## src/rtl/osiris_pkg.sv

```systemverilog
// ============================================================================
//  Module      : osiris_pkg
//  Description : Shared definitions for the memory-port arbiter: FSM state
//                encoding, bridge bank-decode field positions and bank limit.
//  Revision    : 1.0 - initial release
// ============================================================================
`default_nettype none

package osiris_pkg;

    // Upper bound on the number of memory banks the bridge can address
    localparam int MAX_BANKS = 8;

    // Width of the bank-select field in the bridge byte address
    localparam int c_BANK_SEL_W = $clog2(MAX_BANKS);

    // Bridge addresses are byte addresses; word index starts at bit 2
    localparam int c_WORD_LSB = 2;

    // Bridge-side transaction states
    typedef enum logic [1:0] {
        ST_IDLE  = 2'd0,
        ST_ARB   = 2'd1,
        ST_RDATA = 2'd2,
        ST_ACK   = 2'd3
    } arb_state_t;

endpackage

`default_nettype wire

```

## src/rtl/wb_bank_port.sv

```systemverilog
// ============================================================================
//  Module      : wb_bank_port
//  Description : Per-bank multiplexer choosing between the core's direct port
//                and the latched bridge access. Holds the bank idle and the
//                core stalled while the block is in reset.
//  Revision    : 1.0 - initial release
// ============================================================================
`default_nettype none

module wb_bank_port #(
    parameter int DATA_WIDTH = 32,
    parameter int BANK_AW    = 10
) (
    input  logic                  i_hold,
    input  logic                  i_core_req,
    input  logic                  i_core_we,
    input  logic [BANK_AW-1:0]    i_core_adr,
    input  logic [DATA_WIDTH-1:0] i_core_dat,
    input  logic                  i_br_own,
    input  logic                  i_br_we,
    input  logic [BANK_AW-1:0]    i_br_adr,
    input  logic [DATA_WIDTH-1:0] i_br_dat,
    output logic                  o_mem_en,
    output logic                  o_mem_we,
    output logic [BANK_AW-1:0]    o_mem_adr,
    output logic [DATA_WIDTH-1:0] o_mem_wdat,
    output logic                  o_core_stall
);

    // Core passes straight through unless held in reset or the bridge owns the bank
    always_comb begin
        o_mem_en     = i_core_req;
        o_mem_we     = i_core_we;
        o_mem_adr    = i_core_adr;
        o_mem_wdat   = i_core_dat;
        o_core_stall = 1'b0;
        if (i_hold) begin
            o_mem_en     = 1'b0;
            o_mem_we     = 1'b0;
            o_core_stall = 1'b1;
        end else if (i_br_own) begin
            o_mem_en     = 1'b1;
            o_mem_we     = i_br_we;
            o_mem_adr    = i_br_adr;
            o_mem_wdat   = i_br_dat;
            o_core_stall = i_core_req;
        end
    end

endmodule

`default_nettype wire

```

## src/rtl/wb_mem_arbiter.sv

```systemverilog
// ============================================================================
//  Module      : wb_mem_arbiter
//  Description : Shares NUM_BANKS memory banks between the core's direct ports
//                and a Wishbone classic bridge master. The core has priority;
//                after MAX_WAIT denied cycles the bridge takes the bank for
//                one cycle and the core is stalled.
//  Revision    : 1.0 - initial release
// ============================================================================
`default_nettype none

module wb_mem_arbiter
    import osiris_pkg::*;
#(
    parameter int DATA_WIDTH = 32,
    parameter int ADDR_WIDTH = 32,
    parameter int NUM_BANKS  = 2,
    parameter int BANK_AW    = 10,
    parameter int MAX_WAIT   = 8
) (
    input  logic                            clk,
    input  logic                            rst,
    input  logic [NUM_BANKS-1:0]            i_core_req,
    input  logic [NUM_BANKS-1:0]            i_core_we,
    input  logic [NUM_BANKS*BANK_AW-1:0]    i_core_adr,
    input  logic [NUM_BANKS*DATA_WIDTH-1:0] i_core_dat,
    output logic [NUM_BANKS*DATA_WIDTH-1:0] o_core_dat,
    output logic [NUM_BANKS-1:0]            o_core_stall,
    input  logic                            wbs_cyc_i,
    input  logic                            wbs_stb_i,
    input  logic                            wbs_we_i,
    input  logic [ADDR_WIDTH-1:0]           wbs_adr_i,
    input  logic [DATA_WIDTH-1:0]           wbs_dat_i,
    output logic [DATA_WIDTH-1:0]           wbs_dat_o,
    output logic                            wbs_ack_o,
    output logic [NUM_BANKS-1:0]            o_mem_en,
    output logic [NUM_BANKS-1:0]            o_mem_we,
    output logic [NUM_BANKS*BANK_AW-1:0]    o_mem_adr,
    output logic [NUM_BANKS*DATA_WIDTH-1:0] o_mem_wdat,
    input  logic [NUM_BANKS*DATA_WIDTH-1:0] i_mem_rdat
);

    localparam int c_WAIT_W = $clog2(MAX_WAIT + 1);

    arb_state_t                r_state;
    logic [c_WAIT_W-1:0]       r_wait;
    logic [c_BANK_SEL_W-1:0]   r_bank;
    logic [BANK_AW-1:0]        r_word;
    logic                      r_we;
    logic [DATA_WIDTH-1:0]     r_wdat;
    logic                      r_ack;
    logic [DATA_WIDTH-1:0]     r_dat;

    logic [c_BANK_SEL_W-1:0]   w_req_bank;
    logic [BANK_AW-1:0]        w_req_word;
    logic                      w_bank_ok;
    logic [NUM_BANKS-1:0]      w_bank_sel;
    logic [NUM_BANKS-1:0]      w_own;
    logic                      w_core_req_sel;
    logic                      w_grant;
    logic [DATA_WIDTH-1:0]     w_rdat_sel;
    logic                      w_unused_adr;

    assign w_req_word   = wbs_adr_i[c_WORD_LSB +: BANK_AW];
    assign w_req_bank   = wbs_adr_i[BANK_AW + c_WORD_LSB +: c_BANK_SEL_W];
    assign w_bank_ok    = (int'(w_req_bank) < NUM_BANKS);
    // Only the word and bank fields are decoded; remaining address bits are ignored
    assign w_unused_adr = ^wbs_adr_i;

    assign w_core_req_sel = |(i_core_req & w_bank_sel);
    // Bridge wins when the core is idle on its bank or has starved it long enough
    assign w_grant = (r_state == ST_ARB) && wbs_cyc_i &&
                     (!w_core_req_sel || (r_wait == c_WAIT_W'(MAX_WAIT)));

    assign o_core_dat = i_mem_rdat;
    assign wbs_ack_o  = r_ack;
    assign wbs_dat_o  = r_dat;

    // Select the read data of the bank the bridge is working on
    always_comb begin
        w_rdat_sel = '0;
        for (int b = 0; b < NUM_BANKS; b++) begin
            if (w_bank_sel[b]) begin
                w_rdat_sel = i_mem_rdat[b*DATA_WIDTH +: DATA_WIDTH];
            end
        end
    end

    generate
        for (genvar b = 0; b < NUM_BANKS; b++) begin : g_bank
            assign w_bank_sel[b] = (r_bank == c_BANK_SEL_W'(b));
            assign w_own[b]      = w_grant && w_bank_sel[b];

            wb_bank_port #(
                .DATA_WIDTH (DATA_WIDTH),
                .BANK_AW    (BANK_AW)
            ) u_port (
                .i_hold       (!rst),
                .i_core_req   (i_core_req[b]),
                .i_core_we    (i_core_we[b]),
                .i_core_adr   (i_core_adr[b*BANK_AW +: BANK_AW]),
                .i_core_dat   (i_core_dat[b*DATA_WIDTH +: DATA_WIDTH]),
                .i_br_own     (w_own[b]),
                .i_br_we      (r_we),
                .i_br_adr     (r_word),
                .i_br_dat     (r_wdat),
                .o_mem_en     (o_mem_en[b]),
                .o_mem_we     (o_mem_we[b]),
                .o_mem_adr    (o_mem_adr[b*BANK_AW +: BANK_AW]),
                .o_mem_wdat   (o_mem_wdat[b*DATA_WIDTH +: DATA_WIDTH]),
                .o_core_stall (o_core_stall[b])
            );
        end
    endgenerate

    // Bridge transaction FSM with starvation counter and registered ack/data
    always_ff @(posedge clk) begin
        if (!rst) begin
            r_state <= ST_IDLE;
            r_wait  <= '0;
            r_bank  <= '0;
            r_word  <= '0;
            r_we    <= 1'b0;
            r_wdat  <= '0;
            r_ack   <= 1'b0;
            r_dat   <= '0;
        end else begin
            r_ack <= 1'b0;
            case (r_state)
                ST_IDLE: begin
                    if (wbs_cyc_i && wbs_stb_i) begin
                        r_bank <= w_req_bank;
                        r_word <= w_req_word;
                        r_we   <= wbs_we_i;
                        r_wdat <= wbs_dat_i;
                        if (w_bank_ok) begin
                            r_state <= ST_ARB;
                        end else begin
                            // Unmapped bank: answer at once with zero, drop any write
                            r_dat   <= '0;
                            r_ack   <= 1'b1;
                            r_state <= ST_ACK;
                        end
                    end
                end
                ST_ARB: begin
                    if (!wbs_cyc_i) begin
                        r_wait  <= '0;
                        r_state <= ST_IDLE;
                    end else if (w_grant) begin
                        r_wait <= '0;
                        if (r_we) begin
                            r_ack   <= 1'b1;
                            r_state <= ST_ACK;
                        end else begin
                            r_state <= ST_RDATA;
                        end
                    end else if (r_wait != c_WAIT_W'(MAX_WAIT)) begin
                        r_wait <= r_wait + c_WAIT_W'(1);
                    end
                end
                ST_RDATA: begin
                    if (!wbs_cyc_i) begin
                        r_state <= ST_IDLE;
                    end else begin
                        r_dat   <= w_rdat_sel;
                        r_ack   <= 1'b1;
                        r_state <= ST_ACK;
                    end
                end
                default: begin
                    r_state <= ST_IDLE;
                end
            endcase
        end
    end

endmodule

`default_nettype wire

```

## config.mk

```make
export PLATFORM = sky130hd
export DESIGN_NAME = wb_mem_arbiter
export DESIGN_NICKNAME = d
export VERILOG_FILES = /design/src/rtl/osiris_pkg.sv /design/src/rtl/wb_bank_port.sv /design/src/rtl/wb_mem_arbiter.sv
export SDC_FILE = /design/constraint.sdc
export NUM_CORES = 1
export LEC_CHECK = 0
export ABC_CLOCK_PERIOD_IN_PS = 3000
export CORE_AREA = 2 2 158 160
export DETAILED_ROUTE_END_ITERATION = 6
export DIE_AREA = 0 0 160 162
export SLEW_MARGIN = 20
export SYNTH_ARGS = -nofsm -noshare
export SYNTH_HDL_FRONTEND = slang
export SYNTH_SLANG_ARGS = --single-unit
export TNS_END_PERCENT = 50
```

## constraint.sdc

```tcl
create_clock -name clk -period 3 [get_ports clk]
set_clock_uncertainty 0.05 [all_clocks]
set_input_delay 0.6 -clock clk [delete_from_list [all_inputs] [get_ports clk]]
set_output_delay 0.6 -clock clk [all_outputs]
set_load 0.02 [all_outputs]
```

==> summary.md <==
| Metric | Value |
|---|---|
| Total grt overflow | 0 |
| Die Span X | 160 um |
| Root buf cell | clkbuf_16 |
| Final ANT Viol Nets | 0 |
| Post-Layout Inst Area | about 10,000 um2 |
| Synth area leader | dfxtp_1 |
| Synth cell count leaders | nand2_1, dfxtp_1, mux2_4, buf_4 |
| DRT Wirelength | 21,600 um |
| Total track usage | 16.2% |
| Fill count | around 2,400 |
| DR iter-0 viols | between 150 and 200 |
| Yosys reg bits | 85 |
| Failing checks | setup timing |
| Vias in the first global route | 5,626 |
| Peak VDD IR | 255 uV |
| Post-Syn Nets | around 800 |
| Unrepaired setup endpoints after global routing | yes |
| Vias per inst | roughly 4.3 |
| Max cap viols | 0 |
| Netlist Area Pre-Place | 5560 um2 |
| Clk pwr share | 35.8% |
| CP Cell Sequence | mux2_4 > a311oi_4 > and3_4 > buf_12 > buf_12 > buf_12 > buf_4 > mux2_4 > buf_6 |
| Critical Path End Type | output pin |
| Core area | 24,100 um2 |
| Setup-failing EPs final | between 60 and 70 |
| Switching Fraction | 27.1% |
| M1 WL | 8090 um |
| Area growth syn-to-layout | 83.7% |
| CTS tree | done |
| Number of flops mapped to enable cells by yosys | 0 |
| Port Buffer Count | between 300 and 400 |
| P_leak | between 0.004 and 0.005 uW |
| Top cell by count, worst path | buf_12 |
| Slowest stage delay, CP | 0.35 ns |
| Sequential share of the synthesized area | 30.6% |
| Primary FF master, synth | dfxtp_1 |
| CTS max path bufs | 2 |
| Residual DRC | 0 |
| Distinct cells, synth | 39 |
| Asr flop ratio synth | 0% |
| Fin worst setup slack | -0.203 ns |
| Number of core rows | 57 |
| Slew Limit Fails | 0 |
| Post-Syn Instances | between 500 and 600 |
| H-tree depth | 3 |
| Net Sw Power | 975 uW |
| Comb pwr share | a little under a third |
| Max Freq | 312 MHz |
| CP Launch Type | flop |
| # clock sinks | 85 |
| Die ar. | about 26,000 um2 |
| CP delay by family, top | multiplexers |
| CP required | 2.35 ns |
| Reg power frac | about a third |
| Metal2 WL | 11,500 um |
| CTS buffer count | 9 |
| Initial Util | between 20% and 30% |
| Post-synth top area share | 30.6% |
| WHS | 0.427 ns |
| Gpl congestion | slightly below 0.8 |
| TritonRoute pass-1 iters | 4 |
| Outcome | finished with violations |
| Most frequent cell after synthesis | nand2_1 |
| Routed wl met3 | 1590 um |
| Worst Path Max Fanout | 7 |
| Internal | 2620 uW |
| Share of layout cells above drive strength 1 | 29.6% |
| WL per Instance | 17.2 um |
| Final hold vios | 0 |
| Crit path DAT | 2.55 ns |
| Largest net degree at the start of global routing | 70 |
| Vias | 5,432 |
| Ys Warns | 0 |
| Crit-path slowest cell | a311oi_4 |
| Hold_buf cts | 0 |
| Hold Crit Class | reg2reg |
| Num ports | 408 |
| Initial antenna violation count | 2 |
| Area of placed instances | ~9300 um2 |
| Critical path type | reg2out |
| First-pass GRT wire length | 32,300 um |
| Power per cell area | 353 nW/um2 |
| Minimum clock period | 3.20 ns |
| Die Span Y | ~160 um |
| Slew of the pin with the lowest slew margin | 1.00 ns |
| Fin nets | around 1,200 |
| Skew-Pair Late Insertion Delay | ~0.34 ns |
| Slew HR | between 30% and 40% |
| Worst Path Buf+Inv | 5 |
| CTS clock-pin slew for the worst setup and hold paths | 0.06 ns |
| Ranking of synthesized cells by area | dfxtp_1, mux2_4, buf_4, nand2_1, a22o_1 |
| Hpwl dp | 15,500 um |
| Post-Syn Area per Cell | between 9 and 10 um2 |
| Period utilisation layout | 107% |
| Highest metal used | met5 |
[per-layer routing]
metal,GRT usage (%),up-vias
met5,0,-
met4,5.69,2
met3,4.29,22
met2,31.2,256
met1,16.8,2491
li1,-,2661
[timing repair]
| action | 4_1_cts | 5_1_grt |
|---|---|---|
| buffers inserted | 24 | 13 |
| pin swaps | 3 | 3 |
| hold endpoints to repair | 0 | 0 |
| setup endpoints to repair | 90 | 90 |
| gates resized for setup | 441 | 119 |
| gates cloned | 6 | 0 |
[worst register-to-register path, delay by kind of cell, from the launching register on]
kind,cells,cell delay (ns)
AOI/OAI and AO/OA,2,1.01
and+or+nand+nor,2,0.41
DFF,1,0.34
buffers and inverters,1,0.15
[kinds of logic after synthesis]
| family | after synthesis | synth area share [%] |
|---|---|---|
| adder cells (fa/ha/maj) | 2 | 0.450 |
| multiplexers | 88 | 23.2 |
| flip-flops | 85 | 30.6 |
| buffers and inverters | 120 | 15.6 |
| AND/OR/NAND/NOR | 156 | 13.4 |
| AO/OA/AOI/OAI | 125 | 16.7 |
[cell usage in the layout (no fill, tap or decap), drive strengths merged, types with 2 or more instances in the layout]
cell,instances
a21boi,26
o21ai,4
a21oi,25
and3b,2
bufinv,3
clkinv,3
mux2i,3
nor2b,33
dfxtp,85
mux2,85
nand2,103
clkdlybuf4s15,3
clkdlybuf4s50,294
clkbuf,11
nor2,2
ha,2
buf,154
and3,2
a22o,32
nand3,3
a22oi,33
inv,7
o311ai,2
[cell type report]
type	instances	area [um2]	area share (%)
clock buffers	9	225	2.21
diodes	1	2.50	0.0245
well taps	324	405	3.97
flip-flops and latches	85	1700	16.7
clock inverters	6	113	1.10
repair buffers	454	4680	45.9
inverters	7	26.3	0.257
multi-input cells	371	3050	29.8
[final timing paths]
path / startpoint / endpoint / slack, ns / depth (start not counted)
setup / recovery: r_bank[0]$_SDFFE_PN0P_ / o_mem_adr[17] / -0.20 / 9
hold / removal: r_wdat[24]$_SDFFE_PN0P_ / r_wdat[24]$_SDFFE_PN0P_ / 0.43 / 2
setup reg to reg: r_state[0]$_SDFFE_PN0P_ / wbs_dat_o[22]$_SDFFE_PN0P_ / 0.98 / 5
hold reg to reg: r_wdat[24]$_SDFFE_PN0P_ / r_wdat[24]$_SDFFE_PN0P_ / 0.43 / 2
[through the flow]
step | std cells | worst slack [ns] | total power [uW] | TNS [ns] | utilization, %
5_1_grt | 1256 | -0.309 | 3780 | -11.99 | 42.3
3_3_place_gp | 1203 | -0.699 | 2310 | -57.48 | 38.4
3_5_place_dp | 1203 | -0.713 | 2320 | -58.70 | 38.4
4_1_cts | 1248 | -0.405 | 3650 | -13.54 | 41.5
2_1_floorplan | 576 | 0.383 | 1770 | 0 | -
6_report | 1257 | -0.203 | 3600 | -4.50 | 42.3
[registers in the layout (all words and copies together) (netlist names)]
signal and count:
r_wait 4, r_word 10, r_we 1, wbs_ack_o 1, r_wdat 32, wbs_dat_o 32, r_state 2, r_bank 3
[power groups by stage]
stage / registers [uW] / clock network, uW / logic (uW)
floorplan: 1240 / 0 / 529
global placement: 1230 / 0 / 1080
detailed placement: 1230 / 0 / 1080
CTS: 1210 / 1360 / 1090
global route: 1210 / 1400 / 1170
finish: 1210 / 1290 / 1100
Note: power is estimated with default switching activity, not from simulation.
